==> config.mk <==
export PLATFORM = sky130hd
export DESIGN_NAME = rfft_seq_flat
export DESIGN_NICKNAME = d
export VERILOG_FILES = /design/src/rtl/rfft_pkg.sv /design/src/rtl/rfft_seq_if.sv /design/src/rtl/rfft_delay.sv /design/src/rtl/rfft_seq.sv /design/src/flat_wrapper.sv
export SDC_FILE = /design/constraint.sdc
export NUM_CORES = 1
export LEC_CHECK = 0
export CAP_MARGIN = 10
export CORE_ASPECT_RATIO = 0.9
export CORE_MARGIN = 5
export CORE_UTILIZATION = 40
export DETAILED_ROUTE_END_ITERATION = 10
export GPL_TIMING_DRIVEN = 0
export PLACE_DENSITY = 0.81
export SYNTH_ARGS = -nofsm -noshare
export SYNTH_HDL_FRONTEND = slang
export SYNTH_SLANG_ARGS = --single-unit
==> constraint.sdc <==
create_clock -name clk -period 3.9 [get_ports clk]
set_clock_uncertainty 0.1 [all_clocks]
set_input_delay 0.78 -clock clk [delete_from_list [all_inputs] [get_ports clk]]
set_output_delay 0.78 -clock clk [all_outputs]
set_load 0.01 [all_outputs]
==> src/rtl/rfft_pkg.sv <==
// Shared constants, FSM encoding and fixed datapath selects for the real-FFT sequencer.
// Latency: n/a (compile-time definitions only).
// Backpressure: n/a.
package rfft_pkg;

    localparam int DATA_BIT   = 16;
    localparam int ADDR_BIT   = 6;
    localparam int N          = 256;
    localparam int MEM_HEIGHT = N / 4;
    localparam int NUM_STAGES = 8;
    localparam int PIPE_LAT   = 2;

    // Passes below this index run with the twiddle multiplier bypassed.
    localparam int BYPASS_STAGES = 4;

    typedef enum logic [2:0] {
        ST_IDLE,
        ST_LOAD,
        ST_READ,
        ST_WAIT,
        ST_FIN
    } state_t;

    // Datapath mux selects held while a compute pass is running.
    localparam logic       M0_CMP  = 1'b1;
    localparam logic       M11_CMP = 1'b0;
    localparam logic [1:0] M12_CMP = 2'd1;
    localparam logic [1:0] M13_CMP = 2'd1;
    localparam logic       M14_CMP = 1'b1;
    localparam logic       M21_CMP = 1'b0;
    localparam logic       M22_CMP = 1'b0;
    localparam logic       M23_CMP = 1'b1;
    localparam logic       M24_CMP = 1'b1;

    // Read-address offset of a pass: passes 0 and 1 start at row 0, later
    // passes start at the top 1/2, 3/4, 7/8 ... of the bank.
    function automatic int stage_off(input int stage, input int mem_height);
        if (stage < 2) begin
            return 0;
        end
        return mem_height - (mem_height >> (stage - 1));
    endfunction

endpackage

==> src/rtl/rfft_seq_if.sv <==
// Input row stream: one row of four samples per beat, valid/ready handshake.
// Latency: n/a (wiring only).
// Backpressure: producer holds s_valid/s_data until s_ready is seen high.
interface rfft_seq_if #(
    parameter int DATA_BIT = rfft_pkg::DATA_BIT
);
    logic                  s_valid;
    logic                  s_ready;
    logic [4*DATA_BIT-1:0] s_data;

    modport master (output s_valid, output s_data, input s_ready);
    modport slave  (input s_valid, input s_data, output s_ready);
endinterface

==> src/rtl/rfft_delay.sv <==
// Fixed-depth shift line carrying a valid flag and payload (write-back strobe and address).
// Latency: DEPTH cycles from src to dst.
// Backpressure: none; every entry advances each cycle, synchronous reset drops all entries.
module rfft_delay #(
    parameter int DEPTH = 2,
    parameter int WIDTH = 6
) (
    input  logic             clk,
    input  logic             rst,
    input  logic             src_vld,
    input  logic [WIDTH-1:0] src_dat,
    output logic             dst_vld,
    output logic [WIDTH-1:0] dst_dat
);

    logic [DEPTH-1:0] vld_q;
    logic [WIDTH-1:0] dat_q [DEPTH];

    // Shift one position per cycle; reset empties the line so no stale write survives.
    always_ff @(posedge clk) begin
        if (rst) begin
            vld_q <= '0;
            for (int i = 0; i < DEPTH; i++) begin
                dat_q[i] <= '0;
            end
        end else begin
            vld_q[0] <= src_vld;
            dat_q[0] <= src_dat;
            for (int i = 1; i < DEPTH; i++) begin
                vld_q[i] <= vld_q[i-1];
                dat_q[i] <= dat_q[i-1];
            end
        end
    end

    assign dst_vld = vld_q[DEPTH-1];
    assign dst_dat = dat_q[DEPTH-1];

endmodule

==> src/rtl/rfft_seq.sv <==
// Sequencer for an in-place 4-bank real FFT: loads rows, then runs NUM_STAGES read/write-back passes.
// Latency: done pulses MEM_HEIGHT + NUM_STAGES*(MEM_HEIGHT+PIPE_LAT) + 1 cycles after the first row (no stalls).
// Backpressure: s_ready high only in LOAD; a low s_valid stalls loading indefinitely, compute never stalls.
module rfft_seq #(
    parameter int DATA_BIT   = rfft_pkg::DATA_BIT,
    parameter int ADDR_BIT   = rfft_pkg::ADDR_BIT,
    parameter int N          = rfft_pkg::N,
    parameter int MEM_HEIGHT = N / 4,
    parameter int NUM_STAGES = rfft_pkg::NUM_STAGES,
    parameter int PIPE_LAT   = rfft_pkg::PIPE_LAT
) (
    input  logic                  clk,
    input  logic                  rst,
    input  logic                  start,
    rfft_seq_if.slave             s,
    output logic [DATA_BIT-1:0]   in0,
    output logic [DATA_BIT-1:0]   in1,
    output logic [DATA_BIT-1:0]   in2,
    output logic [DATA_BIT-1:0]   in3,
    output logic                  en,
    output logic                  re,
    output logic                  we,
    output logic [4*ADDR_BIT-1:0] addr_read,
    output logic [4*ADDR_BIT-1:0] addr_write,
    output logic                  m0,
    output logic                  m11,
    output logic [1:0]            m12,
    output logic [1:0]            m13,
    output logic                  m14,
    output logic                  m21,
    output logic                  m22,
    output logic                  m23,
    output logic                  m24,
    output logic                  bypass_en,
    output logic [ADDR_BIT-1:0]   tw_addr,
    output logic [3:0]            stage,
    output logic                  busy,
    output logic                  done
);
    import rfft_pkg::*;

    localparam int WCNT_W = (PIPE_LAT > 1) ? $clog2(PIPE_LAT) : 1;
    localparam logic [ADDR_BIT-1:0] CNT_LAST   = ADDR_BIT'(MEM_HEIGHT - 1);
    localparam logic [WCNT_W-1:0]   WAIT_LAST  = WCNT_W'(PIPE_LAT - 1);
    localparam logic [3:0]          STAGE_LAST = 4'(NUM_STAGES - 1);

    state_t              state;
    logic [ADDR_BIT-1:0] cnt;
    logic [WCNT_W-1:0]   wcnt;
    logic                s_ready_q;
    logic                load_fire;
    logic                rd_fire;
    logic [ADDR_BIT-1:0] rd_addr;
    logic                wb_vld;
    logic [ADDR_BIT-1:0] wb_addr;

    assign s.s_ready = s_ready_q;
    assign load_fire = (state == ST_LOAD) && s.s_valid && s_ready_q;
    assign rd_fire   = (state == ST_READ);
    // Width truncation gives the wrap modulo the bank height.
    assign rd_addr   = ADDR_BIT'(stage_off(int'(stage), MEM_HEIGHT) + int'(cnt));

    // Each issued read index re-emerges PIPE_LAT cycles later as the write-back row.
    rfft_delay #(
        .DEPTH (PIPE_LAT),
        .WIDTH (ADDR_BIT)
    ) u_delay (
        .clk     (clk),
        .rst     (rst),
        .src_vld (rd_fire),
        .src_dat (cnt),
        .dst_vld (wb_vld),
        .dst_dat (wb_addr)
    );

    // Control FSM with all memory/datapath controls registered.
    always_ff @(posedge clk) begin
        if (rst) begin
            state      <= ST_IDLE;
            cnt        <= '0;
            wcnt       <= '0;
            stage      <= '0;
            s_ready_q  <= 1'b0;
            en         <= 1'b0;
            re         <= 1'b0;
            we         <= 1'b0;
            busy       <= 1'b0;
            done       <= 1'b0;
            addr_read  <= '0;
            addr_write <= '0;
            in0        <= '0;
            in1        <= '0;
            in2        <= '0;
            in3        <= '0;
            m0         <= 1'b0;
            m11        <= 1'b0;
            m12        <= 2'd0;
            m13        <= 2'd0;
            m14        <= 1'b0;
            m21        <= 1'b0;
            m22        <= 1'b0;
            m23        <= 1'b0;
            m24        <= 1'b0;
            bypass_en  <= 1'b0;
            tw_addr    <= '0;
        end else begin
            re   <= 1'b0;
            done <= 1'b0;
            we   <= wb_vld;
            en   <= wb_vld;
            if (wb_vld) begin
                addr_write <= {4{wb_addr}};
            end
            case (state)
                ST_IDLE: begin
                    if (start) begin
                        state     <= ST_LOAD;
                        cnt       <= '0;
                        s_ready_q <= 1'b1;
                        busy      <= 1'b1;
                    end
                end
                ST_LOAD: begin
                    if (load_fire) begin
                        we         <= 1'b1;
                        en         <= 1'b1;
                        in0        <= s.s_data[0*DATA_BIT +: DATA_BIT];
                        in1        <= s.s_data[1*DATA_BIT +: DATA_BIT];
                        in2        <= s.s_data[2*DATA_BIT +: DATA_BIT];
                        in3        <= s.s_data[3*DATA_BIT +: DATA_BIT];
                        addr_write <= {4{cnt}};
                        if (cnt == CNT_LAST) begin
                            state     <= ST_READ;
                            cnt       <= '0;
                            stage     <= '0;
                            s_ready_q <= 1'b0;
                        end else begin
                            cnt <= cnt + 1'b1;
                        end
                    end
                end
                ST_READ: begin
                    en        <= 1'b1;
                    re        <= 1'b1;
                    addr_read <= {4{rd_addr}};
                    tw_addr   <= cnt;
                    m0        <= M0_CMP;
                    m11       <= M11_CMP;
                    m12       <= M12_CMP;
                    m13       <= M13_CMP;
                    m14       <= M14_CMP;
                    m21       <= M21_CMP;
                    m22       <= M22_CMP;
                    m23       <= M23_CMP;
                    m24       <= M24_CMP;
                    bypass_en <= (stage < 4'(BYPASS_STAGES));
                    if (cnt == CNT_LAST) begin
                        state <= ST_WAIT;
                        cnt   <= '0;
                        wcnt  <= '0;
                    end else begin
                        cnt <= cnt + 1'b1;
                    end
                end
                ST_WAIT: begin
                    if (wcnt == WAIT_LAST) begin
                        wcnt <= '0;
                        if (stage == STAGE_LAST) begin
                            state     <= ST_FIN;
                            m0        <= 1'b0;
                            m11       <= 1'b0;
                            m12       <= 2'd0;
                            m13       <= 2'd0;
                            m14       <= 1'b0;
                            m21       <= 1'b0;
                            m22       <= 1'b0;
                            m23       <= 1'b0;
                            m24       <= 1'b0;
                            bypass_en <= 1'b0;
                        end else begin
                            stage <= stage + 4'd1;
                            state <= ST_READ;
                        end
                    end else begin
                        wcnt <= wcnt + 1'b1;
                    end
                end
                ST_FIN: begin
                    done  <= 1'b1;
                    busy  <= 1'b0;
                    stage <= '0;
                    state <= ST_IDLE;
                end
                default: state <= ST_IDLE;
            endcase
        end
    end

endmodule

==> src/flat_wrapper.sv <==
// flat-port wrapper written by rule: the top's interface ports become plain ports
module rfft_seq_flat import rfft_pkg::*;
#(
    parameter int DATA_BIT   = rfft_pkg::DATA_BIT,
    parameter int ADDR_BIT   = rfft_pkg::ADDR_BIT,
    parameter int N          = rfft_pkg::N,
    parameter int MEM_HEIGHT = N / 4,
    parameter int NUM_STAGES = rfft_pkg::NUM_STAGES,
    parameter int PIPE_LAT   = rfft_pkg::PIPE_LAT
)
  (clk, rst, start, in0, in1, in2, in3, en, re, we, addr_read, addr_write, m0, m11, m12, m13, m14, m21, m22, m23, m24, bypass_en, tw_addr, stage, busy, done, s_s_valid, s_s_data, s_s_ready);
  rfft_seq_if #(.DATA_BIT(DATA_BIT)) s_i ();
  input  logic clk;
  input  logic rst;
  input  logic start;
  output logic [DATA_BIT-1:0] in0;
  output logic [DATA_BIT-1:0] in1;
  output logic [DATA_BIT-1:0] in2;
  output logic [DATA_BIT-1:0] in3;
  output logic en;
  output logic re;
  output logic we;
  output logic [4*ADDR_BIT-1:0] addr_read;
  output logic [4*ADDR_BIT-1:0] addr_write;
  output logic m0;
  output logic m11;
  output logic [1:0] m12;
  output logic [1:0] m13;
  output logic m14;
  output logic m21;
  output logic m22;
  output logic m23;
  output logic m24;
  output logic bypass_en;
  output logic [ADDR_BIT-1:0] tw_addr;
  output logic [3:0] stage;
  output logic busy;
  output logic done;
  input wire logic [$bits(s_i.s_valid)-1:0] s_s_valid;
  input wire logic [$bits(s_i.s_data)-1:0] s_s_data;
  output wire logic [$bits(s_i.s_ready)-1:0] s_s_ready;
  assign s_i.s_valid = s_s_valid;
  assign s_i.s_data = s_s_data;
  assign s_s_ready = s_i.s_ready;
  rfft_seq #(.DATA_BIT(DATA_BIT), .ADDR_BIT(ADDR_BIT), .N(N), .MEM_HEIGHT(MEM_HEIGHT), .NUM_STAGES(NUM_STAGES), .PIPE_LAT(PIPE_LAT)) u_core (.clk(clk), .rst(rst), .start(start), .s(s_i), .in0(in0), .in1(in1), .in2(in2), .in3(in3), .en(en), .re(re), .we(we), .addr_read(addr_read), .addr_write(addr_write), .m0(m0), .m11(m11), .m12(m12), .m13(m13), .m14(m14), .m21(m21), .m22(m22), .m23(m23), .m24(m24), .bypass_en(bypass_en), .tw_addr(tw_addr), .stage(stage), .busy(busy), .done(done));
endmodule
Word level (Yosys, flattened, before mapping) --
Memory sizes are Yosys's and may differ from the RTL's. Cells that the tools add are included.
Word-level totals: register bits after elaboration 145, bits in latches 0, RAM bits 12, bits in read-only memories 0, logic and storage cells 109, memories 1
Memory list:
- u_core.u_delay.dat_q | depth 2, width 6, rd ports 2, clocked after memory_dff 0, wr ports 2, RTL line rfft_delay.sv:17 | logic [WIDTH-1:0] dat_q [DEPTH];
Operators by class: add/sub/neg operators 6, multiply operators 0, div/mod/pow operators 0, order comparisons 2, equal/unequal tests 13, shifts and indexed selects 1, muxes and demuxes 46, bitwise operators 2, reductions and logical operators 16
Operator list (number):
- $mux W24 | 3
- $mux W6 | 6
- $shr A7 B32 Y6 const A | 1
- $mux W3 | 6
- $pmux W6 S3 | 1
- $mux W4 | 4
- $mux W1 | 14
- $pmux W1 S2 | 7
- $pmux W3 S4 | 1
- $pmux W4 S3 | 1
- $reduce_and A5 Y1 | 2
- $ne A2 B1 Y1 const B | 4
- $add A6 B1 Y6 const B | 1
- $add A6 B6 Y6 | 1
- $eq A3 B2 Y1 const B | 2
- $eq A6 B6 Y1 const B | 1
- $ne A2 B2 Y1 const B | 3
- $reduce_and A2 Y1 | 3
- $reduce_and A3 Y1 | 2
- $reduce_bool A2 Y1 | 3
- $reduce_bool A3 Y1 | 2
- $sub A1 B6 Y6 const A | 1
- $sub A4 B1 Y5 const B | 1
- $add A4 B1 Y4 const B | 1
- other kinds (12) | 15

Depth between registers and ports, before layout --
Gate-level depths: netlist (run 1).
depth after elaboration 5, mapped depth 16

Hierarchy --
From an unflattened synthesis (run 1), not the netlist that was laid out.
Second synthesis, totals: cell total of the unflattened synthesis 679, area, all modules 5669.2 µm²
Modules (own cells, without submodules):
- rfft_seq | times used 1, cells each 644, area each 5216.3 µm², sequential area each 2442.3 µm²
- rfft_delay | times used 1, cells each 35, area each 452.9 µm², sequential area each 280.3 µm²

Least setup slack after synthesis (run 1) --
OpenSTA, ideal clock, no wires.
path type reg-to-reg, from register u_core.stage[0], to register u_core.addr_read[17], library setup time 118 ps, arrival time 3152 ps, slack 529 ps, stages on the path, launching flop included 17, path buffers 1, cells stage by stage dfxtp_1 -> buf_2 -> inv_1 -> ha_1 -> nor2_1 -> a31oi_1 -> or3_1 -> ha_1 -> nor4b_1 -> o21ai_0 -> o21ai_0 -> ha_1 -> o21a_1 -> a2111oi_0 -> nand3b_1 -> a2111oi_0 -> nand2b_1
On the way: longest elaborated chain between the ends 5
RTL lines:
- start, declared | RTL line rfft_seq.sv:36 | output logic [3:0] stage,
- start signal, assigned | RTL line rfft_seq.sv:181 | stage <= stage + 4'd1;
- $sub A4 B1 Y5 | RTL line rfft_pkg.sv:41 | return mem_height - (mem_height >> (stage - 1));
- $shr A7 B32 Y6 | RTL line rfft_pkg.sv:41
- $sub A1 B6 Y6 | RTL line rfft_pkg.sv:41
- $mux W6 * | RTL line rfft_pkg.sv:41
- $add A6 B6 Y6 * | RTL line rfft_seq.sv:61 | assign rd_addr = ADDR_BIT'(stage_off(int'(stage), MEM_HEIGHT) + int'(cnt));
- end signal, assigned | RTL line rfft_seq.sv:145 | addr_read <= {4{rd_addr}};
- end, declared | RTL line rfft_seq.sv:23 | output logic [4*ADDR_BIT-1:0] addr_read,
Every way passes the cells marked *; elsewhere a longest branch is shown, timed or not. A chain may end at the register's enable or synchronous reset.

Worst setup path after layout (run 1) --
Ends and elaborated chain as after synthesis.

==> results of run 1 <==
registers in the layout, summed over array words and instances, names as in the netlist:
register	flops
u_core.done	1
u_core.in0	16
u_core.in3	16
u_core.en	1
u_core.u_delay.dat_q	12
u_core.addr_write	24
u_core.m14	1
u_core.wcnt	1
u_core.stage	4
u_core.state	3
u_core.s.s_ready	1
u_core.tw_addr	6
u_core.u_delay.vld_q	2
u_core.addr_read	6
u_core.bypass_en	1
u_core.cnt	6
u_core.we	1
u_core.busy	1
u_core.in2	16
u_core.in1	16
power breakdown:
group          switching, W  internal, W  total (W)
Combinational      0.000145     0.000166   0.000312
Sequential        0.0000244      0.00141    0.00144
Clock              0.000598      0.00115    0.00175
Total              0.000768      0.00273    0.00349
logic make-up (layout without fill, tap and decap cells):
| kind of cell | count (synthesis) | in the layout |
|---|---|---|
| AOI/OAI and AO/OA | 162 | 162 |
| xor gates and xnor gates | 5 | 5 |
| adders and majority gates | 10 | 10 |
| buffers and inverters | 82 | 315 |
| DFF | 135 | 135 |
| muxes | 2 | 2 |
| other | 1 | 5 |
| and+or+nand+nor | 260 | 260 |
path summary, 6_finish.rpt:
check / endpoint / start / cells past startpoint
min: u_core.u_delay.dat_q[0][11]$_SDFF_PP0_ / u_core.u_delay.dat_q[0][5]$_SDFF_PP0_ / 1
max: u_core.addr_read[17]$_SDFFE_PP0P_ / u_core.stage[0]$_SDFFE_PP0P_ / 16
max reg2reg: u_core.addr_read[17]$_SDFFE_PP0P_ / u_core.stage[0]$_SDFFE_PP0P_ / 16
min reg2reg: u_core.u_delay.dat_q[0][11]$_SDFF_PP0_ / u_core.u_delay.dat_q[0][5]$_SDFF_PP0_ / 1
cell type report:
type	count	share of cell area (%)
plain buffers	69	4.74
clock buffers	19	5.31
clock inverters	13	2.41
inverters	13	0.585
multi-input cells	444	27.9
flip-flops and latches	135	32.4
well taps	168	2.52
repair buffers	201	24.1
worst reg2reg max path, stage by stage (launching register included):
cell and delay, ns:
dfxtp_1 0.34, buf_2 0.18, inv_1 0.09, ha_2 0.24, nor2_1 0.16, a31oi_1 0.05
or3_1 0.32, ha_1 0.20, nor4b_1 0.14, o21ai_0 0.16, o21ai_0 0.14, ha_1 0.37
o21a_1 0.21, a2111oi_0 0.36, nand3b_1 0.19, a2111oi_0 0.07, nand2b_1 0.16
cells in the mapped netlist (3+ instances only):
library cell / number / area, µm²
nand4_1: 4 / 25.0
clkbuf_1: 22 / 82.6
a21o_1: 4 / 30.0
nor2_1: 32 / 120
a31oi_1: 4 / 25.0
nand2b_1: 28 / 175
dfxtp_1: 135 / 2700
nand2_1: 156 / 586
buf_2: 13 / 65.1
inv_1: 12 / 45.0
nor2b_1: 16 / 100
nor3b_1: 3 / 22.5
a211oi_1: 5 / 37.5
o21ai_0: 6 / 30.0
ha_1: 9 / 113
nand3b_1: 3 / 22.5
nor3_1: 6 / 30.0
nand3_1: 5 / 25.0
a21oi_1: 115 / 576
xnor2_1: 3 / 26.3
o21bai_1: 5 / 37.5
buf_4: 32 / 240
o21a_1: 3 / 22.5
per-layer routing:
metal  up-vias  track usage (%)
met3        28             7.90
met4         0             8.80
met2       186             32.6
met1      2390             23.1
met5         -                0
li1       2605                -
metrics by stage:
step	worst slack, ns	util [%]	std cells	hold slack [ns]	total power (W)
global placement	0.340	57.6	1030	0.320	0.00177
floorplan	0.529	-	661	0.314	0.00160
global route	0.00687	62.4	1062	0.359	0.00361
finish	0.291	62.4	1062	0.336	0.00349
CTS	0.203	62.4	1062	0.336	0.00352
detailed placement	0.230	57.6	1030	0.322	0.00178
==> flow_metrics.tcl, run 1 <==
set metrics [dict create \
    ys.warnings.count 0 \
    routed_wl_mm 16.5 \
    cts.sinks 135 \
    io_pins 208 \
    area_delta_synth_final_pct 52.8 \
    ant_nets 0 \
    synth_xor_xnor_area_share_pct 0.802 \
    nFillCells 1159 \
    first_global_vias 5080 \
    crit_path_start_kind "register" \
    num_antenna_cells 0 \
    yosys_register_bits 135 \
    status "finished clean" \
    cts_buffers 17 \
    required_ns 4.11 \
    synthArstFlopShare_pct 0 \
    leakage_nw 3.03 \
    max_cap_viol_count 0 \
    clock.fmax_mhz 277 \
    crit_slowest_cell "ha_1" \
    start_util_pct 40.9 \
    wl_met3_mm 1.45 \
    dieArea_um2 16100 \
    final_common_cell "clkdlybuf4s50_1" \
    slowest_delay_ns 0.37 \
    hold_buffers 0 \
    r2r_slack_ns 0.29 \
    row_count 40 \
    worstSkewPairLatency_ns 0.42 \
    wirelength_met1_mm 6.93 \
    synthMuxAreaShare_pct 0.367 \
    cts_tree "built" \
    seqCellArea_um2 2700 \
    final_cell_mix "clkdlybuf4s50_1, nand2_1, dfxtp_1" \
    rsz0062_at_grt "false" \
    drive_above_1_share_pct 9.28 \
    ys_types 49 \
    hold_violations 0 \
    arrival_ns 3.82 \
    worstSetupEndpointType "register" \
    report.final.slew_viol_count 0 \
    pwr_density_cell_nw_per_um2 419 \
    routed-wl-met2_mm 7.80 \
    die_w_um 133 \
    syn_inst 657 \
    critPathBufInv 2 \
    vias 5209 \
    top_layer_used "met4" \
    syn_area_um2 5460 \
    ys.flop_type "dfxtp_1" \
    clockBufferDepth 2 \
    ctsRootBufferMaster "clkbuf_16" \
    max_slew_margin_pct 56.1 \
    globalplace.congestion 0.844 \
    layout_min_cycle_time_ns 3.61 \
    grt_usage_pct 19.9 \
    dr.pass1.iters 4 \
    path_clk_slew_ns 0.06 \
    tightest_slew_ns 0.659 \
    setup_viol 0 \
    place_area_um2 7700 \
    seq_area_frac_synth_pct 49.5 \
    first_iter_violations 340 \
    antenna_found_initial 0 \
    synth_fa_ha_area_share_pct 2.43 \
    syn_area_per_cell_um2 8.31 \
    place_hpwl_mm 12.2 \
    cp_top_family "compound AO/OA/AOI/OAI gates" \
    worstSetupPathType "register to register" \
    fin_tns_setup_ns 0 \
    grt_max_degree 17 \
    overflow 0 \
    numPortBuffers 201 \
    coreArea_um2 13400 \
    cts_setup_buffers 0 \
    drt-vias-per-instance 4.90 \
    crit_chain "buf_2, inv_1, ha_2, nor2_1, a31oi_1, or3_1, ha_1, nor4b_1, o21ai_0, o21ai_0, ha_1, o21a_1, a2111oi_0, nand3b_1, a2111oi_0, nand2b_1" \
    synth_compound_area_share_pct 17.4 \
    fin_nets 959 \
    hold_class "register to register" \
    drc_errors 0 \
    path_max_fanout 8 \
    wire_per_inst_um 15.6 \
    postLayoutCellArea_um2 8340 \
    synth_edf_count 0 \
    cts_resized 0 \
    fin_crit_sh_pct 92.5 \
    synth_top_family_by_area "simple AND/OR/NAND/NOR gates" \
    dieHeight_um 121 \
    multi_input_area_um2 2330 \
    yosys.area_share.simple_pct 21.3 \
    cts-htree-levels 4 \
    grt_pass1_wl_mm 25.4 \
    ir_worst_vdd_mv 0.287 \
]
No activity file was read; power rests on OpenSTA's default activity.
==> inputs of run 2 (changes only) <==
--- a/config.mk
+++ b/config.mk
@@ -11,7 +11,7 @@
 export CORE_UTILIZATION = 40
 export DETAILED_ROUTE_END_ITERATION = 10
 export GPL_TIMING_DRIVEN = 0
-export PLACE_DENSITY = 0.81
+export PLACE_DENSITY_LB_ADDON = 0.05
 export SYNTH_ARGS = -nofsm -noshare
 export SYNTH_HDL_FRONTEND = slang
 export SYNTH_SLANG_ARGS = --single-unit
==> run 2 against run 1 <==
- final area down 0.69%
- critical path depth down 1
- sequential cell count unchanged
- count of clock-buffer cells in the layout up 1
- via count down 0.29%
- maximum frequency down 1.8%
- routed wire length down 1.2%
- first-iteration DRC count down 6.5%
- sequential power about the same
- critical endpoint unchanged
- largest cell class unchanged
==> flow_metrics.tcl, run 2 (synthesized netlist as in run 1, its figures left out) <==
set metrics [dict create \
    p_sw_w 0.000753 \
    hold_violations 0 \
    antenna_found_initial 0 \
    ant_nets 0 \
    grt_usage_pct 20.2 \
    cts_buffers 17 \
    power_frac_comb_pct 9.4 \
    drive_above_1_share_pct 9.28 \
    r2r_cells 15 \
    ctsRootBufferMaster "clkbuf_16" \
    max_slew_margin_pct 59.5 \
    fin_crit_sh_pct 94.2 \
    critPathBufInv 3 \
    dieArea_um2 16100 \
    nFillCells 1159 \
    numPortBuffers 201 \
    worstSetupEndpointType "register" \
    area_delta_synth_final_pct 51.8 \
    power.internal_w 0.00255 \
    routed_wl_mm 16.3 \
    power.share.sequential_pct 43.5 \
    final_common_cell "clkdlybuf4s50_1" \
    crit_path_end "u_core.addr_read[17]$_SDFFE_PP0P_" \
    first_global_vias 5060 \
    regToRegEndpoint "u_core.addr_read[17]$_SDFFE_PP0P_" \
    worstSetupPathType "register to register" \
    path_clk_slew_ns 0.06 \
    crit_slowest_cell "a2111oi_1" \
    status "finished clean" \
    globalplace.congestion 0.796 \
    grt_max_degree 17 \
    slowest_delay_ns 0.38 \
    path_depth 15 \
    clock.fmax_mhz 272 \
    required_ns 4.10 \
    whs_path_depth 1 \
    clockPowerShare_pct 47.1 \
    rsz0062_at_grt "false" \
    clockBufferDepth 2 \
    largest_reg_flops 24 \
    fin_nets 959 \
    arrival_ns 3.87 \
    setup_viol 0 \
    leakage_nw 3.00 \
    worstSkewPairLatency_ns 0.41 \
    first_iter_violations 318 \
    num_antenna_cells 0 \
    layout_min_cycle_time_ns 3.67 \
    max_cap_viol_count 0 \
    die_w_um 133 \
    crit_path_start_kind "register" \
    drt-vias-per-instance 4.89 \
    cp_top_family "compound AO/OA/AOI/OAI gates" \
    final_cell_mix "clkdlybuf4s50_1, nand2_1, dfxtp_1" \
    tightest_slew_ns 0.608 \
    power_w 0.00330 \
    overflow 0 \
    place_hpwl_mm 12.3 \
    hold_class "register to register" \
    swShare_pct 22.8 \
    crit_chain "clkbuf_4, inv_1, ha_2, inv_1, or3_1, ha_1, nor4b_1, o21ai_0, o21ai_0, ha_1, o21a_1, a2111oi_1, nand3b_1, a2111oi_0, nand2b_1" \
    r2r-start "u_core.stage[0]$_SDFFE_PP0P_" \
    dr.pass1.iters 5 \
    regMostFlops "u_core.addr_write" \
    fin_tns_setup_ns 0 \
    cts_tree "built" \
    row_count 40 \
    grt_pass1_wl_mm 26.0 \
    wire_per_inst_um 15.4 \
    ir_worst_vdd_mv 0.301 \
    pwr_density_cell_nw_per_um2 398 \
    r2r_slack_ns 0.23 \
    vias 5194 \
    report.final.slew_viol_count 0 \
    drc_errors 0 \
    dieHeight_um 121 \
    path_max_fanout 7 \
    cts.sinks 135 \
    coreArea_um2 13400 \
    crit_path_start "u_core.stage[0]$_SDFFE_PP0P_" \
    io_pins 208 \
    cts-htree-levels 4 \
    start_util_pct 40.9 \
    hold_buffers 0 \
]
## run 2: changes by cell type in the layout (fill, tap and decap cells not counted), sizes merged
cell | before | now
buf | 47 | 46
bufinv | 5 | 2
clkbuf | 41 | 43
clkinvlp | 0 | 2
## run 2: metal layers
layer  global-route usage (%)  wire length, µm  vias to the layer above
met2                     31.3             7570                      182
met5                        0                0                        -
li1                         -                -                     2608
met1                     24.7             6910                     2384
met4                     6.30              210                        0
met3                     10.1             1660                       20
## run 2: worst min path at each step
| stage | from | endpoint | slack (ns) |
|---|---|---|---|
| 2_1_floorplan | u_core.u_delay.dat_q[0][4]$_SDFF_PP0_ | u_core.u_delay.dat_q[0][10]$_SDFF_PP0_ | 0.31 |
| 3_5_place_dp | u_core.u_delay.dat_q[0][5]$_SDFF_PP0_ | u_core.u_delay.dat_q[0][11]$_SDFF_PP0_ | 0.33 |
| 6_report | u_core.u_delay.dat_q[0][3]$_SDFF_PP0_ | u_core.u_delay.dat_q[0][9]$_SDFF_PP0_ | 0.34 |
| 4_1_cts | u_core.u_delay.dat_q[0][5]$_SDFF_PP0_ | u_core.u_delay.dat_q[0][11]$_SDFF_PP0_ | 0.34 |
| 3_3_place_gp | u_core.u_delay.dat_q[0][0]$_SDFF_PP0_ | u_core.u_delay.dat_q[0][6]$_SDFF_PP0_ | 0.32 |
| 5_1_grt | u_core.u_delay.dat_q[0][5]$_SDFF_PP0_ | u_core.u_delay.dat_q[0][11]$_SDFF_PP0_ | 0.36 |
## run 2: final cells by class
cell class / instances / area, µm² / share of cell area (%)
Multi-Input combinational cell: 444 / 2330 / 28.1
Timing Repair Buffer: 201 / 2010 / 24.3
Buffer: 69 / 398 / 4.80
Inverter: 13 / 48.8 / 0.589
Tap cell: 168 / 210 / 2.54
Clock inverter: 12 / 126 / 1.52
Sequential cell: 135 / 2700 / 32.6
Clock buffer: 20 / 457 / 5.51
## run 2: repair_timing
item,CTS,global route
resized for setup,0,3
setup buffers,0,0
endpoints found under the setup margin,0,1
## run 2: power by group through the flow
stage                     Combinational, W  Sequential, W  Clock [W]
after CTS                         0.000312        0.00144    0.00159
after detailed placement          0.000310        0.00147          0
after global routing              0.000338        0.00144    0.00166
after global placement            0.000306        0.00146          0
after floorplan                   0.000131        0.00147          0
final                             0.000310        0.00144    0.00156
## run 2: through the flow
| step | setup slack, ns | instance area [µm²] | cells | hold slack [ns] | utilization [%] |
|---|---|---|---|---|---|
| 2_1_floorplan | 0.529 | 5480 | 661 | 0.314 | - |
| 3_3_place_gp | 0.322 | 7700 | 1030 | 0.319 | 57.6 |
| 3_5_place_dp | 0.179 | 7700 | 1030 | 0.326 | 57.6 |
| 4_1_cts | 0.145 | 8280 | 1062 | 0.339 | 62.0 |
| 5_1_grt | 0.00936 | 8290 | 1062 | 0.360 | 62.0 |
| 6_report | 0.226 | 8290 | 1062 | 0.339 | 62.0 |
==> inputs of run 3 (changes only) <==
--- a/config.mk
+++ b/config.mk
@@ -8,10 +8,11 @@
 export CAP_MARGIN = 10
 export CORE_ASPECT_RATIO = 0.9
 export CORE_MARGIN = 5
-export CORE_UTILIZATION = 40
+export CORE_UTILIZATION = 44
 export DETAILED_ROUTE_END_ITERATION = 10
 export GPL_TIMING_DRIVEN = 0
 export PLACE_DENSITY_LB_ADDON = 0.05
+export RECOVER_POWER = 25
 export SYNTH_ARGS = -nofsm -noshare
 export SYNTH_HDL_FRONTEND = slang
 export SYNTH_SLANG_ARGS = --single-unit
==> run 3 against run 2 <==
- sequential cell count stayed put
- routed wire length is 0.32% lower
- sequential power hardly changed
- non-clock buffer count is the same
- highest routed layer unchanged
- critical path depth is 1 higher
- utilization grew 6.2 points
- largest power group unchanged
- critical path type unchanged
==> flow_metrics.tcl, run 3 (synthesized netlist as in run 1, its figures left out) <==
set metrics [dict create \
    place_hpwl_mm 12.3 \
    leakage_nw 3.06 \
    report.final.slew_viol_count 0 \
    rsz0062_at_grt "false" \
    wire_per_inst_um 15.5 \
    ant_nets 0 \
    max_cap_viol_count 0 \
    path_max_fanout 8 \
    postLayoutCellArea_um2 8270 \
    setup_viol 0 \
    required_ns 4.10 \
    r2r_cells 16 \
    first_global_vias 5308 \
    crit_path_end "u_core.addr_read[17]$_SDFFE_PP0P_" \
    hold_violations 0 \
    dieHeight_um 116 \
    max_slew_margin_pct 56.3 \
    first_iter_violations 339 \
    r2r_slack_ns 0.25 \
    fin_crit_sh_pct 93.5 \
    worstSetupEndpointType "register" \
    layout_min_cycle_time_ns 3.65 \
    drt-vias-per-instance 4.98 \
    overflow 0 \
    path_clk_slew_ns 0.06 \
    power_w 0.00329 \
    routed_wl_mm 16.3 \
    fin_tns_setup_ns 0 \
    hold_class "register to register" \
    grt_max_degree 17 \
    hold_ws_ns 0.332 \
    grt_pass1_wl_mm 26.4 \
    place_area_um2 7690 \
    numPortBuffers 201 \
    final_cell_mix "clkdlybuf4s50_1, nand2_1, dfxtp_1" \
    num_antenna_cells 0 \
    drive_above_1_share_pct 9.17 \
    regMostFlops "u_core.addr_write" \
    worstSetupPathType "register to register" \
    arrival_ns 3.84 \
    clock.fmax_mhz 274 \
    start_util_pct 45.0 \
    cts_buffers 17 \
    clockBufferDepth 2 \
    cts.sinks 135 \
    cts_tree "built" \
    dr.pass1.iters 6 \
    ir_worst_vdd_mv 0.291 \
    die_w_um 127 \
    final_common_cell "clkdlybuf4s50_1" \
    area_delta_synth_final_pct 51.4 \
    crit_path_start "u_core.stage[0]$_SDFFE_PP0P_" \
    worstSkewPairLatency_ns 0.41 \
    dieArea_um2 14700 \
    r2r-start "u_core.stage[0]$_SDFFE_PP0P_" \
    io_pins 208 \
    antenna_found_initial 0 \
    largest_reg_flops 24 \
    ctsRootBufferMaster "clkbuf_16" \
    row_count 38 \
    tightest_slew_ns 0.656 \
    grt_usage_pct 22.3 \
    regToRegEndpoint "u_core.addr_read[17]$_SDFFE_PP0P_" \
    fin_nets 959 \
    coreArea_um2 12100 \
    drc_errors 0 \
    pwr_density_cell_nw_per_um2 398 \
    crit_path_start_kind "register" \
    cts-htree-levels 4 \
    globalplace.congestion 0.899 \
    status "finished clean" \
    cts_setup_buffers 0 \
    vias 5251 \
]
run 3: cell types whose count changed in the layout (fill, tap and decap cells not counted), moves of 2 or more:
cell             before  now
o21ai_1               2    0
clkinvlp_4            2    4
clkdlybuf4s50_1     201  177
dlygate4sd3_1         0   24
o21ai_0               6    8
clkbuf_1             23   25
clkbuf_8              2    0
inv_6                 1    3
run 3: worst min path at each step:
stage                                          start                                     end  slack [ns]  cells past startpoint
2_1_floorplan  u_core.u_delay.dat_q[0][4]$_SDFF_PP0_  u_core.u_delay.dat_q[0][10]$_SDFF_PP0_        0.31                      1
3_3_place_gp   u_core.u_delay.dat_q[0][4]$_SDFF_PP0_  u_core.u_delay.dat_q[0][10]$_SDFF_PP0_        0.32                      1
3_5_place_dp   u_core.u_delay.dat_q[0][3]$_SDFF_PP0_   u_core.u_delay.dat_q[0][9]$_SDFF_PP0_        0.32                      1
4_1_cts        u_core.u_delay.dat_q[0][3]$_SDFF_PP0_   u_core.u_delay.dat_q[0][9]$_SDFF_PP0_        0.33                      1
5_1_grt        u_core.u_delay.dat_q[0][1]$_SDFF_PP0_   u_core.u_delay.dat_q[0][7]$_SDFF_PP0_        0.36                      1
6_report       u_core.u_delay.dat_q[0][3]$_SDFF_PP0_   u_core.u_delay.dat_q[0][9]$_SDFF_PP0_        0.33                      1
run 3: routing by layer:
layer | wire length (µm) | GRT usage (%) | part of all wire, %
met4 | 329 | 7.65 | 2.0
met1 | 6390 | 25.4 | 39
met3 | 1570 | 9.91 | 9.6
met5 | 0 | 0 | 0
met2 | 8010 | 37.5 | 49
run 3: worst max-delay path, stage by stage, from the launching register on:
cell	delay, ns
dfxtp_1	0.35
buf_2	0.19
inv_1	0.10
ha_2	0.25
nor2_2	0.15
a31oi_1	0.05
or3_1	0.34
ha_1	0.21
nor4b_1	0.15
o21ai_0	0.17
o21ai_0	0.12
ha_1	0.36
o21a_1	0.22
a2111oi_2	0.35
nand3b_1	0.19
a2111oi_1	0.07
nand2b_1	0.15
run 3: what timing repair did:
action,CTS,global route
hold buffers,0,0
setup endpoints to repair,0,1
gates resized for setup,0,5
endpoints found under the hold margin,0,0
run 3: final cells by class:
type                    instances  area, µm²
plain buffers                  69        393
clock buffers                  17        425
clock inverters                15        154
fillers                       990       3860
inverters                      13       48.8
multi-input cells             444       2330
flip-flops and latches        135       2700
well taps                     160        200
repair buffers                201       2010
run 3: through the flow:
stage / worst slack, ns / util [%] / cells
floorplan: 0.529 / - / 661
detailed placement: 0.152 / 63.4 / 1022
global route: 0.00311 / 68.2 / 1054
CTS: 0.127 / 68.2 / 1054
global placement: 0.362 / 63.4 / 1022
finish: 0.255 / 68.2 / 1054
run 3: where the power goes:
part	internal [W]	switching [W]	leakage, nW
clock	0.000942	0.000607	0.276
combinational	0.000163	0.000143	1.69
sequential	0.00141	0.0000229	1.09
